### src/rtl/fu_handshake_wrapper.sv
// rtl/fu_handshake_wrapper.sv - ready/valid/padv responder around a fixed-latency pipelined core
//
// Takes one operand at a time from the producer and launches it into the core.
// It then counts the core latency, captures the result and holds it until the
// consumer pulses padv_i.
//
// Ports:
//   clk, rst      clock, synchronous active-high reset
//   padv_i        consumer has taken data_o; return to idle
//   valid_i       operand strobe, accepted only while ready_o=1
//   data_i        operand
//   ready_o       wrapper idle, operand may be presented
//   data_o        captured core result
//   valid_o       data_o valid, held until padv_i
//   core_op_o     operand to core, stable for the whole transaction
//   core_valid_o  one-cycle launch strobe to core
//   core_res_i    core result, valid LATENCY cycles after core_valid_o
//   err_o         sticky protocol-violation flag (only with FU_WRAPPER_ERR_EN)
//
// Optional build macro: FU_WRAPPER_ERR_EN adds err_o.
module fu_handshake_wrapper #(
    parameter int DW      = 16,
    parameter int LATENCY = 4,
    parameter int CW      = 8
) (
    input  logic          clk,
    input  logic          rst,
    input  logic          padv_i,
    input  logic          valid_i,
    input  logic [DW-1:0] data_i,
    output logic          ready_o,
    output logic [DW-1:0] data_o,
    output logic          valid_o,
    output logic [DW-1:0] core_op_o,
    output logic          core_valid_o,
    input  logic [DW-1:0] core_res_i
`ifdef FU_WRAPPER_ERR_EN
    ,
    output logic          err_o
`endif
);

    typedef enum logic [1:0] {
        IDLE = 2'd0,
        BUSY = 2'd1,
        DONE = 2'd2
    } state_t;

    state_t        state_q, state_n;
    logic [CW-1:0] cnt_q, cnt_n;
    logic          ready_n;
    logic          valid_n;
    logic [DW-1:0] data_n;
    logic [DW-1:0] op_n;
    logic          core_valid_n;

    always_ff @(posedge clk) begin
        if (rst) begin
            state_q      <= IDLE;
            cnt_q        <= '0;
            ready_o      <= 1'b1;
            valid_o      <= 1'b0;
            data_o       <= '0;
            core_op_o    <= '0;
            core_valid_o <= 1'b0;
        end else begin
            state_q      <= state_n;
            cnt_q        <= cnt_n;
            ready_o      <= ready_n;
            valid_o      <= valid_n;
            data_o       <= data_n;
            core_op_o    <= op_n;
            core_valid_o <= core_valid_n;
        end
    end

    always_comb begin
        state_n      = state_q;
        cnt_n        = cnt_q;
        ready_n      = ready_o;
        valid_n      = valid_o;
        data_n       = data_o;
        op_n         = core_op_o;
        core_valid_n = 1'b0;
        case (state_q)
            IDLE: begin
                if (valid_i) begin
                    op_n         = data_i;
                    core_valid_n = 1'b1;
                    ready_n      = 1'b0;
                    cnt_n        = CW'(LATENCY - 1);
                    state_n      = BUSY;
                end
            end
            BUSY: begin
                // The launch cycle itself is not counted: the core result
                // appears LATENCY edges after the strobe is sampled, so the
                // countdown starts once the strobe has dropped.
                if (core_valid_o) begin
                    cnt_n = cnt_q;
                end else if (cnt_q == '0) begin
                    data_n  = core_res_i;
                    valid_n = 1'b1;
                    state_n = DONE;
                end else begin
                    cnt_n = cnt_q - 1'b1;
                end
            end
            DONE: begin
                // A valid_i arriving together with padv_i is dropped; the
                // producer must re-present once ready_o is seen high.
                if (padv_i) begin
                    valid_n = 1'b0;
                    ready_n = 1'b1;
                    state_n = IDLE;
                end
            end
            default: begin
                state_n = IDLE;
                ready_n = 1'b1;
                valid_n = 1'b0;
            end
        endcase
    end

`ifdef FU_WRAPPER_ERR_EN
    always_ff @(posedge clk) begin
        if (rst) begin
            err_o <= 1'b0;
        end else if ((valid_i && !ready_o) || (padv_i && !valid_o)) begin
            err_o <= 1'b1;
        end
    end
`endif

endmodule

### config.mk
export PLATFORM = sky130hd
export DESIGN_NAME = fu_handshake_wrapper
export DESIGN_NICKNAME = d
export VERILOG_FILES = /design/src/rtl/fu_handshake_wrapper.sv
export SDC_FILE = /design/constraint.sdc
export NUM_CORES = 1
export LEC_CHECK = 0
export ABC_CLOCK_PERIOD_IN_PS = 2000
export CORE_UTILIZATION = 35
export CTS_CLUSTER_DIAMETER = 40
export DETAILED_ROUTE_END_ITERATION = 10
export MAX_ROUTING_LAYER = met4
export PLACE_DENSITY_LB_ADDON = 0.05
export RECOVER_POWER = 100
export SLEW_MARGIN = 10
export SYNTH_ARGS = -nofsm -noshare
export SYNTH_HDL_FRONTEND = slang
export SYNTH_SLANG_ARGS = --single-unit
### constraint.sdc
create_clock -name clk -period 2 [get_ports clk]
set_input_delay 0.4 -clock clk [delete_from_list [all_inputs] [get_ports clk]]
set_output_delay 0.4 -clock clk [all_outputs]
set_load 0.01 [all_outputs]
# Yosys cells after proc, flatten, opt, wreduce, memory -nomap -nowiden
# Index checks and enable logic that the tools add are counted.
# classes
n_addsub	1
mul	0
n_div	0
order_cmp	0
eq_ne	7
shift	0
mux	17
bitwise	3
reduce_logical	10
# op_table
cell	count
8-bit 2-to-1 mux	3
8-bit one-hot mux with 2 select lines	1
4-bit AND reduction	3
2-bit != test, second input constant	5
8-bit logical NOT	1
2-bit 2-to-1 mux	4
8-bit by 1-bit subtractor with 8-bit output, second input constant	1
1-bit 2-to-1 mux	6
1-bit one-hot mux with 3 select lines	2
2-bit one-hot mux with 3 select lines	1
3-bit AND reduction	2
1-bit inverter	3
2-bit by 1-bit equality test with 1-bit output, second input constant	1
2-bit equality test, second input constant	1
2-bit logical NOT	1
2-bit AND reduction	1
2-bit nonzero test	1
2-bit OR reduction	1
# word_totals
reg_bits	45
latch_bits	0
ramBits	0
mem_bits_ro	0
in_bits	36
memories	0

# Longest topological paths before layout
# depth
word_depth	4
depth_mapped	8
depth_no_buf	6

# Least setup slack after synthesis
# OpenSTA, ideal clock, no wires.
# synth_timing
path_kind	flip-flop to flip-flop
startpoint	register cnt_q[0]
endpoint	register data_o[0]
setup_ns	0.128
arrival_ns	1.478
slack_ns	0.394
stages_incl_launch_ff	9
path_buffers	2
path_cell_list	dfxtp_1 > inv_1 > ha_1 > nor3b_1 > nand3_1 > buf_2 > buf_4 > mux2i_1 > nor2_1
# synth_via
elab_chain_cells	2
# synth_lines
item	line_no	source
start: declaration	50	logic [CW-1:0] cnt_q, cnt_n;
start signal: assignment	68	cnt_q <= cnt_n;
8-bit logical NOT	101	end else if (cnt_q == '0) begin
3-bit AND reduction (no line)	-	
end signal: assignment	71	data_o <= data_n;
end: declaration	32	output logic [DW-1:0] data_o,
# Every way passes these cells.
# A chain may end at the register's enable or synchronous reset.

# Worst setup path in the final report
# layout_timing
startpoint	input port valid_i
endpoint	register core_op_o[2]
# layout_via
elab_chain_cells	1
# layout_lines
item	line_no	source
start: declaration	29	input logic valid_i,
2-bit AND reduction (no line)	-	
end signal: assignment	72	core_op_o <= op_n;
end: declaration	34	output logic [DW-1:0] core_op_o,
# Every way passes these cells.

==> results.json <==
{
  "clk_path_buf_depth": 2,
  "drv_cap": 0,
  "period_share_pct": 92.8,
  "drtPass1Iterations": 3,
  "io_buffers": 70,
  "cts_tree": "built",
  "multiInputGateArea_um2": 727,
  "power.density_nw_per_um2": 896,
  "via_per_inst": 4.78,
  "clockRootBuffer": "clkbuf_8",
  "synth_nets": 203,
  "routed.top_layer": "met4",
  "place_hpwl_um": 2800,
  "skew_ns": 0.00348,
  "worstPathRequired_ns": 2.23,
  "cp-start-kind": "input port",
  "yosysUniqueCellTypes": 34,
  "wl_met1_um": 1790,
  "grt_max_degree": 25,
  "clkLatencyLatePin_ns": 0.29,
  "criticalPathCategory": "input port to flip-flop",
  "first_iter_violations": 40,
  "syn_area_um2": 1720,
  "rsz0062_at_grt": "no",
  "slew_headroom_pct": 30.5,
  "ios": 71,
  "drv_slew": 0,
  "setup_violations": 0,
  "cp_data_arrival_time_ns": 2.09,
  "die_h_um": 72.1,
  "diodes": 0,
  "cts_buffers": 5,
  "die_area_um2": 5200,
  "die_w_um": 72.1,
  "grt_pass1_vias": 1425,
  "track_usage_pct": 16.7,
  "synth_warnings": 0,
  "ys_seq_area_share_pct": 52.4,
  "fill_cells": 427,
  "max_freq_mhz": 539,
  "synth_cells": 165,
  "antenna_found_initial": 0,
  "path_max_fanout": 16,
  "avgSynthCellArea_um2": 10.4,
  "clk_pin_slew_ns": 0.08,
  "postCtsHoldBufs": 0,
  "final.setup.tns_ns": 0,
  "final_layout_size_suffix_gt1_share_pct": 5.51,
  "whs_ns": 0.474,
  "wl_met3_um": 210,
  "vias": 1449,
  "ant_nets": 0,
  "cts-resized-gates": 0,
  "peakVddDrop_mv": 0.377,
  "num-nets-final": 274,
  "layout_common_cells": "dfxtp_1, clkdlybuf4s50_1, dlygate4sd3_1",
  "ys_seq_elements": 45,
  "rows": 25,
  "initial_core_util_pct": 36.4,
  "gp_congestion": 0.764,
  "grt_pass1_wl_um": 6440,
  "r2r_slack_ns": 0.20,
  "wl_per_cell_um": 12.8,
  "dr_wl_met2_um": 1800,
  "drc": 0,
  "worstMarginPinSlew_ns": 1.04,
  "hold_path.class": "flip-flop to flip-flop",
  "htreeDepth": 2,
  "regArea_um2": 901,
  "endpoint_kind": "flip-flop",
  "final_common_cell": "dfxtp_1",
  "finalCriticalPeriod_ns": 1.86,
  "cts_post_setup_buffers_inserted": 0,
  "power_leakage_uw": 0.00116,
  "wirelength_um": 3890,
  "cts_sinks": 45,
  "status": "complete, no violations",
  "core_um2": 4720,
  "finalHoldViolCount": 0,
  "area_growth_pct": 47.6,
  "grt_overflow": 0
}
==> flip-flops by register name, summed over array words and instances, names as in the netlist <==
name and flops:
core_op_o 16, data_o 16, cnt_q 8, state_q 2
core_valid_o 1, ready_o 1, valid_o 1
==> final cells by class <==
class                   instances  area share (%)
clock buffers                   7            3.40
inverters                       3           0.444
repair buffers                 74            28.7
well taps                      67            3.30
multi-input cells             107            28.6
flip-flops and latches         45            35.5
==> stage by stage <==
stage | utilization [%] | power, uW | cell area [um^2] | setup WS (ns) | cells
after detailed placement | 52.5 | 1810 | 2480 | -0.151 | 296
after CTS | 54.3 | 2380 | 2570 | 0.165 | 303
after global routing | 53.7 | 2430 | 2540 | 0.00559 | 303
after floorplan | - | 1530 | 1720 | 0.394 | 165
final | 53.7 | 2270 | 2540 | 0.143 | 303
after global placement | 52.5 | 1790 | 2480 | -0.105 | 296
==> cells in the mapped netlist, drive strengths merged <==
library cell	count	area share, %
o22ai	1	0.36
nand2b	1	0.36
inv	3	0.65
mux2i	16	9.3
nor3	2	0.58
a21oi	8	2.3
o211ai	1	0.73
xor2	1	0.51
nor2b	2	0.73
nand4bb	1	0.65
clkbuf	5	1.2
o21a	1	0.44
nor2	24	5.2
a22o	16	8.2
o2111a	1	0.65
nand3	2	0.58
o31ai	1	0.44
ha	2	1.5
o2111ai	1	1.5
nor4	2	0.73
nand2	5	1.1
buf	5	2.0
or3	4	1.5
or2	2	0.73
nor3b	4	2.0
or4	3	1.5
a311oi	2	1.0
dfxtp	45	52
o21ai	4	1.2
==> worst paths after layout <==
path,from,to,depth (start not counted)
worst max-delay path,valid_i,core_op_o[2]$_SDFFE_PP0P_,4
worst min-delay path,core_op_o[5]$_SDFFE_PP0P_,core_op_o[5]$_SDFFE_PP0P_,1
worst max register to register,state_q[1]$_SDFFE_PP0P_,core_op_o[2]$_SDFFE_PP0P_,3
worst min register to register,core_op_o[5]$_SDFFE_PP0P_,core_op_o[5]$_SDFFE_PP0P_,1
==> metal layers <==
metal	track usage (%)	vias to the layer above
met2	25.0	42
met4	8.71	0
met5	-	-
li1	-	732
met3	5.14	9
met1	20.3	666
==> cell families after synthesis <==
family	share of synthesized area, %
compound gates	16.8
mux	9.32
flops	52.4
xor+xnor	0.510
fa+ha+maj	1.46
buf+inv	3.78
simple gates	15.7
==> power breakdown <==
part	leakage (uW)	total, uW	internal, uW	switching (uW)
combinational	0.000743	628	335	292
sequential	0.000368	1100	1010	91.4
clock	0.0000443	549	274	275
==> critical path, cell delays in order <==
cell	delay, ns
clkdlybuf4s50_1	0.44
nor3b_1	0.17
nor2_1	0.80
a22o_1	0.28
No activity file was read; power rests on OpenSTA's default activity.
==> RTL edit: new RTL, config.mk and constraints unchanged <==
Add a define of `FU_WRAPPER_ERR_EN`.
--- a/src/rtl/fu_handshake_wrapper.sv
+++ b/src/rtl/fu_handshake_wrapper.sv
@@ -18,6 +18,8 @@
 //   err_o         sticky protocol-violation flag (only with FU_WRAPPER_ERR_EN)
 //
 // Optional build macro: FU_WRAPPER_ERR_EN adds err_o.
+`define FU_WRAPPER_ERR_EN
+
 module fu_handshake_wrapper #(
     parameter int DW      = 16,
     parameter int LATENCY = 4,
Function (old outputs only; new: err_o): kept (Yosys induction, for registers that start in step).
==> RTL edit against the original RTL <==
- setup slack gained 0.091 ns
- critical path depth grew 1
- synthesized area grew 8.9%
- sequential cell count grew 1
- via count grew 11%
- wire length grew 3.1%
- die area grew 8.6%
- total power grew 11%
- design area grew 9.3%
==> RTL edit: results (changes against the original RTL) <==
- Status: finished, final reports clean
- Inverters: 8 (+5)
- Via density: 4.58 (-4.1%)
- Clock-cell share: 3.97% (+0.57 points)
- CP top delay family: buffers and inverters
- Switching share of power: 29.7% (+0.74 points)
- FFs & Latches: 46 (+2.2%)
- Post-route minimum period: 1.77 ns (-0.0909 ns)
- M1 GR Usage: 21.4% (+1.1 points)
- Worst slack, placed: 0.0802 ns (+0.232 ns)
- GRT Overall Usage: 16.3% (-0.39 points)
- Area of the multi-input gates: 848 um^2 (+17%)
- Met2 WL: 1740 um (-3.6%)
- Share of cells above drive strength 1: 8.90% (+3.4 points)
- Pwr Total: 2.53 mW (+11%)
- #MultiIn Comb: 138 (+29%)
- Critical path's largest stage delay: 0.60 ns (-0.20 ns)
- Routed via count: 1609 (+11%)
- Sequential portion of the cell area: 33.2% (-2.3 points)
- Min-delay src: core_op_o[6]
- Number of non-clock buffers in the layout: 81 (+9.5%)
- Pin count of the biggest net entering global routing: 19 (-24%)
- Ranking of synthesized cells by area: dfxtp_1 49%, mux2i_1 9.1%, nand2_1 7.6%
- Port Buf Inserts: 71 (+1.4%)
- Non-Clock Buffer Area Fraction: 28.0% (-0.69 points)
- GR Util met2: 24.2% (-0.80 points)
- Antenna violations before repair: 0 (unchanged)
- Clk_buf instances: 6 (-1)
- Synthesized Nets: 242 (+19%)
- First DRT Iteration DRCs: 50 (+25%)
- Number of global-route vias before repair: 1527 (+7.2%)
- Global-route wire length before repair: 6800 um (+5.6%)
- Arr. time, crit path: 1.93 ns (-0.16 ns)
- Peak VDD IR: 564 uV (+49%)
- WL final: 4010 um (+3.1%)
- End point of the critical path: core_op_o[15]
- M1 wire length: 1990 um (+11%)
- Layout Nets: 318 (+16%)
- Mapped Cells: 204 (+24%)
- Worst Hold Depth: 2 (+1)
- RR Startpoint: cnt_q[0]
- Cell Area, Placed: 0.00267 mm^2 (+7.8%)
- Slowest CP cell: dlygate4sd3_1
- Top cells by count, synth: 46 x dfxtp_1, 38 x nand2_1, 25 x nor2_1
- Flop pwr share: 43.7% (-4.5 points)
- Worst reg2reg path depth: 7 (+4)
- DR WL met3: 264 um (+26%)
- Leak pwr: 1.24 nW (+7.6%)
- Fill count: 532 (+25%)
- Worst flop-to-flop path endpoint: cnt_q[1]
- Worst clock skew: 0.0103 ns (+0.00677 ns)
- Worst slew pin tran: 0.510 ns (-0.530 ns)
- Routability-driven placement congestion ratio: 0.740 (-3.1%)
- Multi-input combinational area share: 30.6% (+1.9 points)
[RTL edit: changes by cell type in the layout (fill, tap and decap cells not counted), moves of 3 or more]
cell           unedited run  this run
a21oi_1                   8        21
o21ai_0                   4         1
or4_1                     3         0
nand4_1                   0         4
nand2_1                   5        38
buf_4                     3         7
or3_1                     4         1
a22o_1                   16         0
dlygate4sd3_1            35        38
inv_1                     3         8
[RTL edit: worst min path at each step]
stage                     slack, ns       endpoint
final                          0.45   core_op_o[6]
after floorplan                0.47       cnt_q[0]
after global placement         0.44   core_op_o[4]
after global routing           0.48  core_op_o[13]
after CTS                      0.46   core_op_o[6]
after detailed placement       0.45   core_op_o[6]
[RTL edit: logic make-up after synthesis]
logic type	synth area share [%]
AND/OR/NAND/NOR	22.1
adder cells (fa/ha/maj)	1.34
XOR/XNOR	0.468
multiplexers	9.09
flip-flops	49.2
buffers and inverters	5.48
AO/OA/AOI/OAI	12.3
